--- src/rtl/alarm_set_controller.sv ---
`default_nettype none
// ============================================================================
// Module   : alarm_set_controller
// Purpose  : Front-panel sequencer for editing the alarm time one digit at a
//            time. Converts debounced button levels into single-cycle digit
//            Inc/Dec pulses (with auto-repeat on hold), tracks the selected
//            digit, and drives a blink strobe for the display driver.
// Ports    : i_Clk_5MHz   - system clock, rising edge
//            i_Reset      - asynchronous active-low reset
//            i_Set_Btn    - toggles edit mode
//            i_Left_Btn   - move selection toward digit 0 (wraps 0 -> 5)
//            i_Right_Btn  - move selection toward digit 5 (wraps 5 -> 0)
//            i_Up_Btn     - increment selected digit (auto-repeat on hold)
//            i_Down_Btn   - decrement selected digit (auto-repeat on hold)
//            o_Set_Mode   - high while editing
//            o_Digit_Sel  - selected digit index 0..5
//            o_Inc/o_Dec  - one-hot, one-cycle pulses per digit
//            o_Blink      - blink strobe, 0 outside edit mode
// Revision : 1.0 - initial release
// ============================================================================
module alarm_set_controller #(
    parameter int HOLD_CYCLES    = 2500000,
    parameter int REPEAT_CYCLES  = 500000,
    parameter int TIMEOUT_CYCLES = 50000000,
    parameter int BLINK_CYCLES   = 1250000
) (
    input  logic       i_Clk_5MHz,
    input  logic       i_Reset,
    input  logic       i_Set_Btn,
    input  logic       i_Left_Btn,
    input  logic       i_Right_Btn,
    input  logic       i_Up_Btn,
    input  logic       i_Down_Btn,
    output logic       o_Set_Mode,
    output logic [2:0] o_Digit_Sel,
    output logic [5:0] o_Inc,
    output logic [5:0] o_Dec,
    output logic       o_Blink
);

    // Counter widths; guarded so a parameter of 1 still yields a 1-bit counter.
    localparam int HOLD_W  = (HOLD_CYCLES    > 1) ? $clog2(HOLD_CYCLES)    : 1;
    localparam int REP_W   = (REPEAT_CYCLES  > 1) ? $clog2(REPEAT_CYCLES)  : 1;
    localparam int TMO_W   = (TIMEOUT_CYCLES > 1) ? $clog2(TIMEOUT_CYCLES) : 1;
    localparam int BLINK_W = (BLINK_CYCLES   > 1) ? $clog2(BLINK_CYCLES)   : 1;

    localparam logic [HOLD_W-1:0]  HOLD_LAST  = HOLD_W'(HOLD_CYCLES - 1);
    localparam logic [REP_W-1:0]   REP_LAST   = REP_W'(REPEAT_CYCLES - 1);
    localparam logic [TMO_W-1:0]   TMO_LAST   = TMO_W'(TIMEOUT_CYCLES - 1);
    localparam logic [BLINK_W-1:0] BLINK_LAST = BLINK_W'(BLINK_CYCLES - 1);

    typedef enum logic [1:0] {
        IDLE       = 2'd0,
        EDIT       = 2'd1,
        PRESS_WAIT = 2'd2,
        REPEAT     = 2'd3
    } state_t;

    state_t               state, state_nxt;
    logic                 armed;
    logic [4:0]           prev_btn;
    logic                 dir, dir_nxt;          // 1 = Down latched, 0 = Up
    logic [HOLD_W-1:0]    hold_cnt, hold_cnt_nxt;
    logic [REP_W-1:0]     rep_cnt, rep_cnt_nxt;
    logic [TMO_W-1:0]     tmo_cnt, tmo_cnt_nxt;
    logic [BLINK_W-1:0]   blink_cnt, blink_cnt_nxt;

    logic                 set_mode_nxt;
    logic [2:0]           sel_nxt;
    logic [5:0]           inc_nxt;
    logic [5:0]           dec_nxt;
    logic                 blink_nxt;

    logic [4:0]           buttons;
    logic [4:0]           rise;
    logic                 rise_set, rise_left, rise_right, rise_up, rise_down;
    logic                 held;
    logic                 leave;
    logic                 pulse_req;
    logic                 pulse_is_dec;
    logic [2:0]           pulse_sel;
    logic [2:0]           moved_sel;

    assign buttons = {i_Set_Btn, i_Left_Btn, i_Right_Btn, i_Up_Btn, i_Down_Btn};

    // The first clock after reset only loads the previous-sample registers,
    // so a button already held at reset release produces no rise.
    assign rise = armed ? (buttons & ~prev_btn) : 5'b00000;
    assign {rise_set, rise_left, rise_right, rise_up, rise_down} = rise;

    assign held = dir ? i_Down_Btn : i_Up_Btn;

    always_comb begin
        state_nxt     = state;
        dir_nxt       = dir;
        set_mode_nxt  = o_Set_Mode;
        sel_nxt       = o_Digit_Sel;
        inc_nxt       = 6'b000000;
        dec_nxt       = 6'b000000;
        blink_nxt     = 1'b0;
        blink_cnt_nxt = '0;
        hold_cnt_nxt  = '0;
        rep_cnt_nxt   = '0;
        tmo_cnt_nxt   = '0;
        leave         = 1'b0;
        pulse_req     = 1'b0;
        pulse_is_dec  = dir;
        pulse_sel     = o_Digit_Sel;
        moved_sel     = o_Digit_Sel;

        // Free-running blink while in edit mode; entry and selection changes
        // override this below to restart the phase high.
        if (o_Set_Mode) begin
            if (blink_cnt == BLINK_LAST) begin
                blink_nxt = ~o_Blink;
            end else begin
                blink_nxt     = o_Blink;
                blink_cnt_nxt = blink_cnt + 1'b1;
            end
        end

        case (state)
            IDLE: begin
                if (rise_set) begin
                    state_nxt     = EDIT;
                    set_mode_nxt  = 1'b1;
                    sel_nxt       = 3'd0;
                    blink_nxt     = 1'b1;
                    blink_cnt_nxt = '0;
                end
            end

            EDIT: begin
                if (rise_set) begin
                    leave = 1'b1;
                end else begin
                    if (rise_left && !rise_right) begin
                        moved_sel = (o_Digit_Sel == 3'd0) ? 3'd5 : o_Digit_Sel - 3'd1;
                    end else if (rise_right && !rise_left) begin
                        moved_sel = (o_Digit_Sel == 3'd5) ? 3'd0 : o_Digit_Sel + 3'd1;
                    end
                    if (moved_sel != o_Digit_Sel) begin
                        sel_nxt       = moved_sel;
                        blink_nxt     = 1'b1;
                        blink_cnt_nxt = '0;
                    end
                    // Exactly one of Up/Down: pulse on the (possibly new) selection.
                    if (rise_up ^ rise_down) begin
                        pulse_req    = 1'b1;
                        pulse_is_dec = rise_down;
                        pulse_sel    = moved_sel;
                        dir_nxt      = rise_down;
                        state_nxt    = PRESS_WAIT;
                    end else if (rise == 5'b00000) begin
                        if (tmo_cnt == TMO_LAST) begin
                            leave = 1'b1;
                        end else begin
                            tmo_cnt_nxt = tmo_cnt + 1'b1;
                        end
                    end
                end
            end

            PRESS_WAIT: begin
                if (rise_set) begin
                    leave = 1'b1;
                end else if (!held) begin
                    state_nxt = EDIT;
                end else if (hold_cnt == HOLD_LAST) begin
                    pulse_req = 1'b1;
                    state_nxt = REPEAT;
                end else begin
                    hold_cnt_nxt = hold_cnt + 1'b1;
                end
            end

            REPEAT: begin
                if (rise_set) begin
                    leave = 1'b1;
                end else if (!held) begin
                    state_nxt = EDIT;
                end else if (rep_cnt == REP_LAST) begin
                    pulse_req = 1'b1;
                end else begin
                    rep_cnt_nxt = rep_cnt + 1'b1;
                end
            end

            default: begin
                state_nxt = IDLE;
            end
        endcase

        if (pulse_req) begin
            if (pulse_is_dec) begin
                dec_nxt = 6'd1 << pulse_sel;
            end else begin
                inc_nxt = 6'd1 << pulse_sel;
            end
        end

        // Any exit from edit mode; the selection is deliberately retained.
        if (leave) begin
            state_nxt     = IDLE;
            set_mode_nxt  = 1'b0;
            blink_nxt     = 1'b0;
            blink_cnt_nxt = '0;
            inc_nxt       = 6'b000000;
            dec_nxt       = 6'b000000;
        end
    end

    always_ff @(posedge i_Clk_5MHz or negedge i_Reset) begin
        if (!i_Reset) begin
            state       <= IDLE;
            armed       <= 1'b0;
            prev_btn    <= 5'b00000;
            dir         <= 1'b0;
            hold_cnt    <= '0;
            rep_cnt     <= '0;
            tmo_cnt     <= '0;
            blink_cnt   <= '0;
            o_Set_Mode  <= 1'b0;
            o_Digit_Sel <= 3'd0;
            o_Inc       <= 6'b000000;
            o_Dec       <= 6'b000000;
            o_Blink     <= 1'b0;
        end else begin
            state       <= state_nxt;
            armed       <= 1'b1;
            prev_btn    <= buttons;
            dir         <= dir_nxt;
            hold_cnt    <= hold_cnt_nxt;
            rep_cnt     <= rep_cnt_nxt;
            tmo_cnt     <= tmo_cnt_nxt;
            blink_cnt   <= blink_cnt_nxt;
            o_Set_Mode  <= set_mode_nxt;
            o_Digit_Sel <= sel_nxt;
            o_Inc       <= inc_nxt;
            o_Dec       <= dec_nxt;
            o_Blink     <= blink_nxt;
        end
    end

endmodule
`default_nettype wire
--- config.mk ---
export PLATFORM = sky130hd
export DESIGN_NAME = alarm_set_controller
export DESIGN_NICKNAME = d
export VERILOG_FILES = /design/src/rtl/alarm_set_controller.sv
export SDC_FILE = /design/constraint.sdc
export NUM_CORES = 1
export LEC_CHECK = 0
export BUFFER_PORTS_ARGS = -buffer_cell sky130_fd_sc_hd__buf_2
export CAP_MARGIN = 40
export CORE_ASPECT_RATIO = 0.9
export CORE_MARGIN = 5
export CORE_UTILIZATION = 55
export DETAILED_ROUTE_END_ITERATION = 6
export PLACE_DENSITY = 0.75
export SLEW_MARGIN = 0
export SYNTH_ARGS = -nofsm -noshare
export SYNTH_HDL_FRONTEND = slang
export SYNTH_SLANG_ARGS = --single-unit
--- constraint.sdc ---
create_clock -name i_Clk_5MHz -period 2.5 [get_ports i_Clk_5MHz]
set_clock_uncertainty 0.05 [all_clocks]
set_input_delay 0.625 -clock i_Clk_5MHz [delete_from_list [all_inputs] [get_ports i_Clk_5MHz]]
set_output_delay 0.625 -clock i_Clk_5MHz [all_outputs]
set_load 0.01 [all_outputs]
==> flow_metrics.py <==
metrics = {
    "worst_setup_path": {
        "crit_required_ps": 2740,
        "cp_top_family": "simple AND/OR/NAND/NOR gates",
        "crit_chain": "or4b_1 > or4_4 > o41ai_4 > nor2b_2 > nand4_4 > nor2_1",
        "path_max_fanout": 11,
        "r2r_cells": 6,
        "slowest_delay_ps": 570,
        "r2r_end": "blink_cnt[3]",
        "r2r_start": "tmo_cnt[18]",
        "r2r_slack_ps": 70,
        "crit_buf_inv": 0,
        "path_class": "reg -> reg",
        "arrival_ps": 2670,
        "slowest_stage": "or4_4",
        "critPathCaptureType": "flip-flop",
        "cp-start-kind": "flip-flop",
    },
    "run_status": {
        "violations": "design-rule violations",
        "outcome": "finished with violations",
    },
    "clock_tree": {
        "clock_sinks": 114,
        "clock-root-buffer": "clkbuf_16",
        "cts_buffers": 17,
        "clock_path_buffers": 2,
        "cts_hold_buf": 0,
        "insertion_delay_ps": 410,
        "htree_levels": 4,
        "clk_pin_slew_ps": 50,
        "cts_tree": "done",
    },
    "synth": {
        "ys.flop_type": "dfrtp_1",
        "synth_fp_nets": 603,
        "synth_area_mm2": 0.005707,
        "yosysWarnings": 0,
        "avgSynthCellArea_um2": 9.738,
        "yosysSeqAreaShare": 0.4999,
        "ys_ff_latch": 114,
        "synth-edff-count": 0,
        "synthDistinctLibCells": 62,
        "synthCells": 586,
        "synthArstFlopShare": 1.000,
    },
    "global_route": {
        "grt_use_met2": 0.3356,
        "grt_max_degree": 115,
        "grt_first_pass_wirelength_mm": 20.69,
        "globalRoute.busiestLayer": "met2",
        "grt_pass1_vias": 4484,
        "globalRouteOverflowTotal": 0,
        "antenna_found_initial": 0,
        "gr-usage-all-layers": 0.2005,
        "met1_usage": 0.2510,
        "grtUsageMet3": 0.05749,
    },
    "routing": {
        "drt_iter0_markers": 280,
        "drt_first_pass_iters": 7,
        "avgViaCountPerCell": 5.668,
        "routedWlPerCell_um": 15.27,
        "antenna_left": 0,
        "vias": 4461,
        "wl_mm": 12.02,
        "post-route-drc-count": 2,
    },
    "floorplanning": {
        "coreArea_mm2": 0.01020,
        "die_area_mm2": 0.01252,
        "num_rows": 35,
        "initial_core_util": 0.5593,
        "io_pins": 24,
        "die_x_um": 117.4,
        "fp.dieH_um": 106.6,
    },
    "finish": {
        "final_common_cell": "dfrtp_1",
        "fillerInstances": 766,
        "layout.nets": 662,
        "drive_above_1_share": 0.1672,
        "area_growth_pct": 20.54,
        "final_cell_mix": "dfrtp_1 (114), nor2_1 (105), xor2_1 (48)",
        "num_antenna_cells": 0,
    },
    "sta": {
        "setup_viol": 0,
        "slew_viol_final": 0,
        "tightest_slew_ps": 638.7,
        "fin_crit_ps": 2429,
        "setup_slack_ps": 71.19,
        "slew_headroom": 0.5742,
        "setup-tns-final_ps": 0,
        "hold_violations": 0,
        "period_share": 0.9715,
        "fmax_mhz": 411.7,
    },
    "placement": {
        "pre_cts_ws_ps": -184.8,
        "place.gp.congestion": 0.8257,
        "io_buffers": 23,
        "hpwl_mm": 7.901,
    },
    "pwr": {
        "powerDensity_mw_per_mm2": 796.2,
        "vdd_ir_drop_max_v": 0.0006786,
        "p_leak_uw": 0.002939,
    },
    "run": {
        "maxCapViolCount": 0,
    },
    "min_path": {
        "hp-class": "in -> async",
    },
}
[report_power, final]
part,internal [µW],switching (µW),total (µW),leakage (µW)
logic,395,654,1050,0.00108
registers,1930,71.9,2010,0.00157
clock network,1600,818,2420,0.000292
[cells in the mapped netlist (all sizes together) (5+ instances only)]
| library cell | n | area (µm²) |
|---|---|---|
| nand3b | 6 | 45.04 |
| o21ai | 13 | 68.82 |
| and3 | 10 | 62.56 |
| nand3 | 41 | 210.2 |
| ha | 10 | 125.1 |
| nor2 | 105 | 394.1 |
| inv | 16 | 60.06 |
| nor3 | 19 | 95.09 |
| xnor2 | 29 | 254.0 |
| clkbuf | 12 | 45.04 |
| or4 | 5 | 41.29 |
| nor3b | 5 | 37.54 |
| dfrtp | 114 | 2853 |
| xor2 | 48 | 420.4 |
| or3 | 6 | 37.54 |
| nor4 | 8 | 50.05 |
| nand2 | 40 | 150.1 |
| nand2b | 7 | 43.79 |
| buf | 5 | 30.02 |
| nand4 | 17 | 118.9 |
| and4 | 5 | 43.79 |
| a21oi | 12 | 60.06 |
[flip-flops by register name (all words and copies together), names as in the netlist]
name / count
armed: 1
blink_cnt: 21
dir: 1
hold_cnt: 22
o_Blink: 1
o_Dec: 6
o_Digit_Sel: 3
o_Inc: 6
o_Set_Mode: 1
prev_btn: 5
rep_cnt: 19
state: 2
tmo_cnt: 26
[cells by family after synthesis]
logic type | Yosys count | share of synthesized area
mux | 2 | 0.003727
buf+inv | 33 | 0.02368
compound gates | 49 | 0.05942
xor+xnor | 77 | 0.1182
simple gates | 300 | 0.2725
fa+ha+maj | 10 | 0.02193
other cells | 1 | 0.0006571
flops | 114 | 0.4999
[routing by layer]
metal  up-vias  wire [µm]  part of all wire
met3        21        729             0.061
met5         -          0                 0
met2       126       5901              0.49
li1       2136          -                 -
met4         0        163             0.014
met1      2178       5222              0.43
[metrics by stage]
| stage | total power, µW | hold slack, ps | instances | area, µm² | util |
|---|---|---|---|---|---|
| after floorplan | 2657 | 279.4 | 586 | 5710 | - |
| after global placement | 2960 | 386.0 | 753 | 6180 | 0.6056 |
| after detailed placement | 2991 | 417.5 | 753 | 6180 | 0.6056 |
| after CTS | 5458 | 273.3 | 785 | 6787 | 0.6651 |
| after global routing | 5736 | 280.1 | 787 | 6879 | 0.6742 |
| final | 5477 | 189.4 | 787 | 6879 | 0.6742 |
[area by class of cell]
| type | count | area (µm²) | share of cell area |
|---|---|---|---|
| Sequential cell | 114 | 2853 | 0.4147 |
| Multi-Input combinational cell | 439 | 2811 | 0.4087 |
| Tap cell | 129 | 161.4 | 0.02346 |
| Clock inverter | 11 | 135.1 | 0.01964 |
| Inverter | 16 | 60.06 | 0.008730 |
| Clock buffer | 21 | 460.4 | 0.06693 |
| Timing Repair Buffer | 57 | 397.9 | 0.05784 |
[worst max-delay path by stage]
stage | startpoint | to | slack [ps] | cells past startpoint
after floorplan | i_Down_Btn | blink_cnt[16] | 7 | 9
after global placement | i_Down_Btn | blink_cnt[12] | -140 | 9
after detailed placement | i_Down_Btn | blink_cnt[3] | -180 | 9
after CTS | hold_cnt[1] | o_Inc[4] | -30 | 7
after global routing | tmo_cnt[18] | blink_cnt[20] | -6 | 6
final | tmo_cnt[18] | blink_cnt[3] | 70 | 6
[what timing repair did]
| item | 4_1_cts | 5_1_grt |
|---|---|---|
| resized for setup | 2 | 13 |
| pin swaps | 0 | 2 |
| endpoints found under the setup margin | 7 | 34 |
| buffers inserted | 0 | 2 |
| hold endpoints to repair | 0 | 0 |
Note: power is estimated with default switching activity, not from simulation.
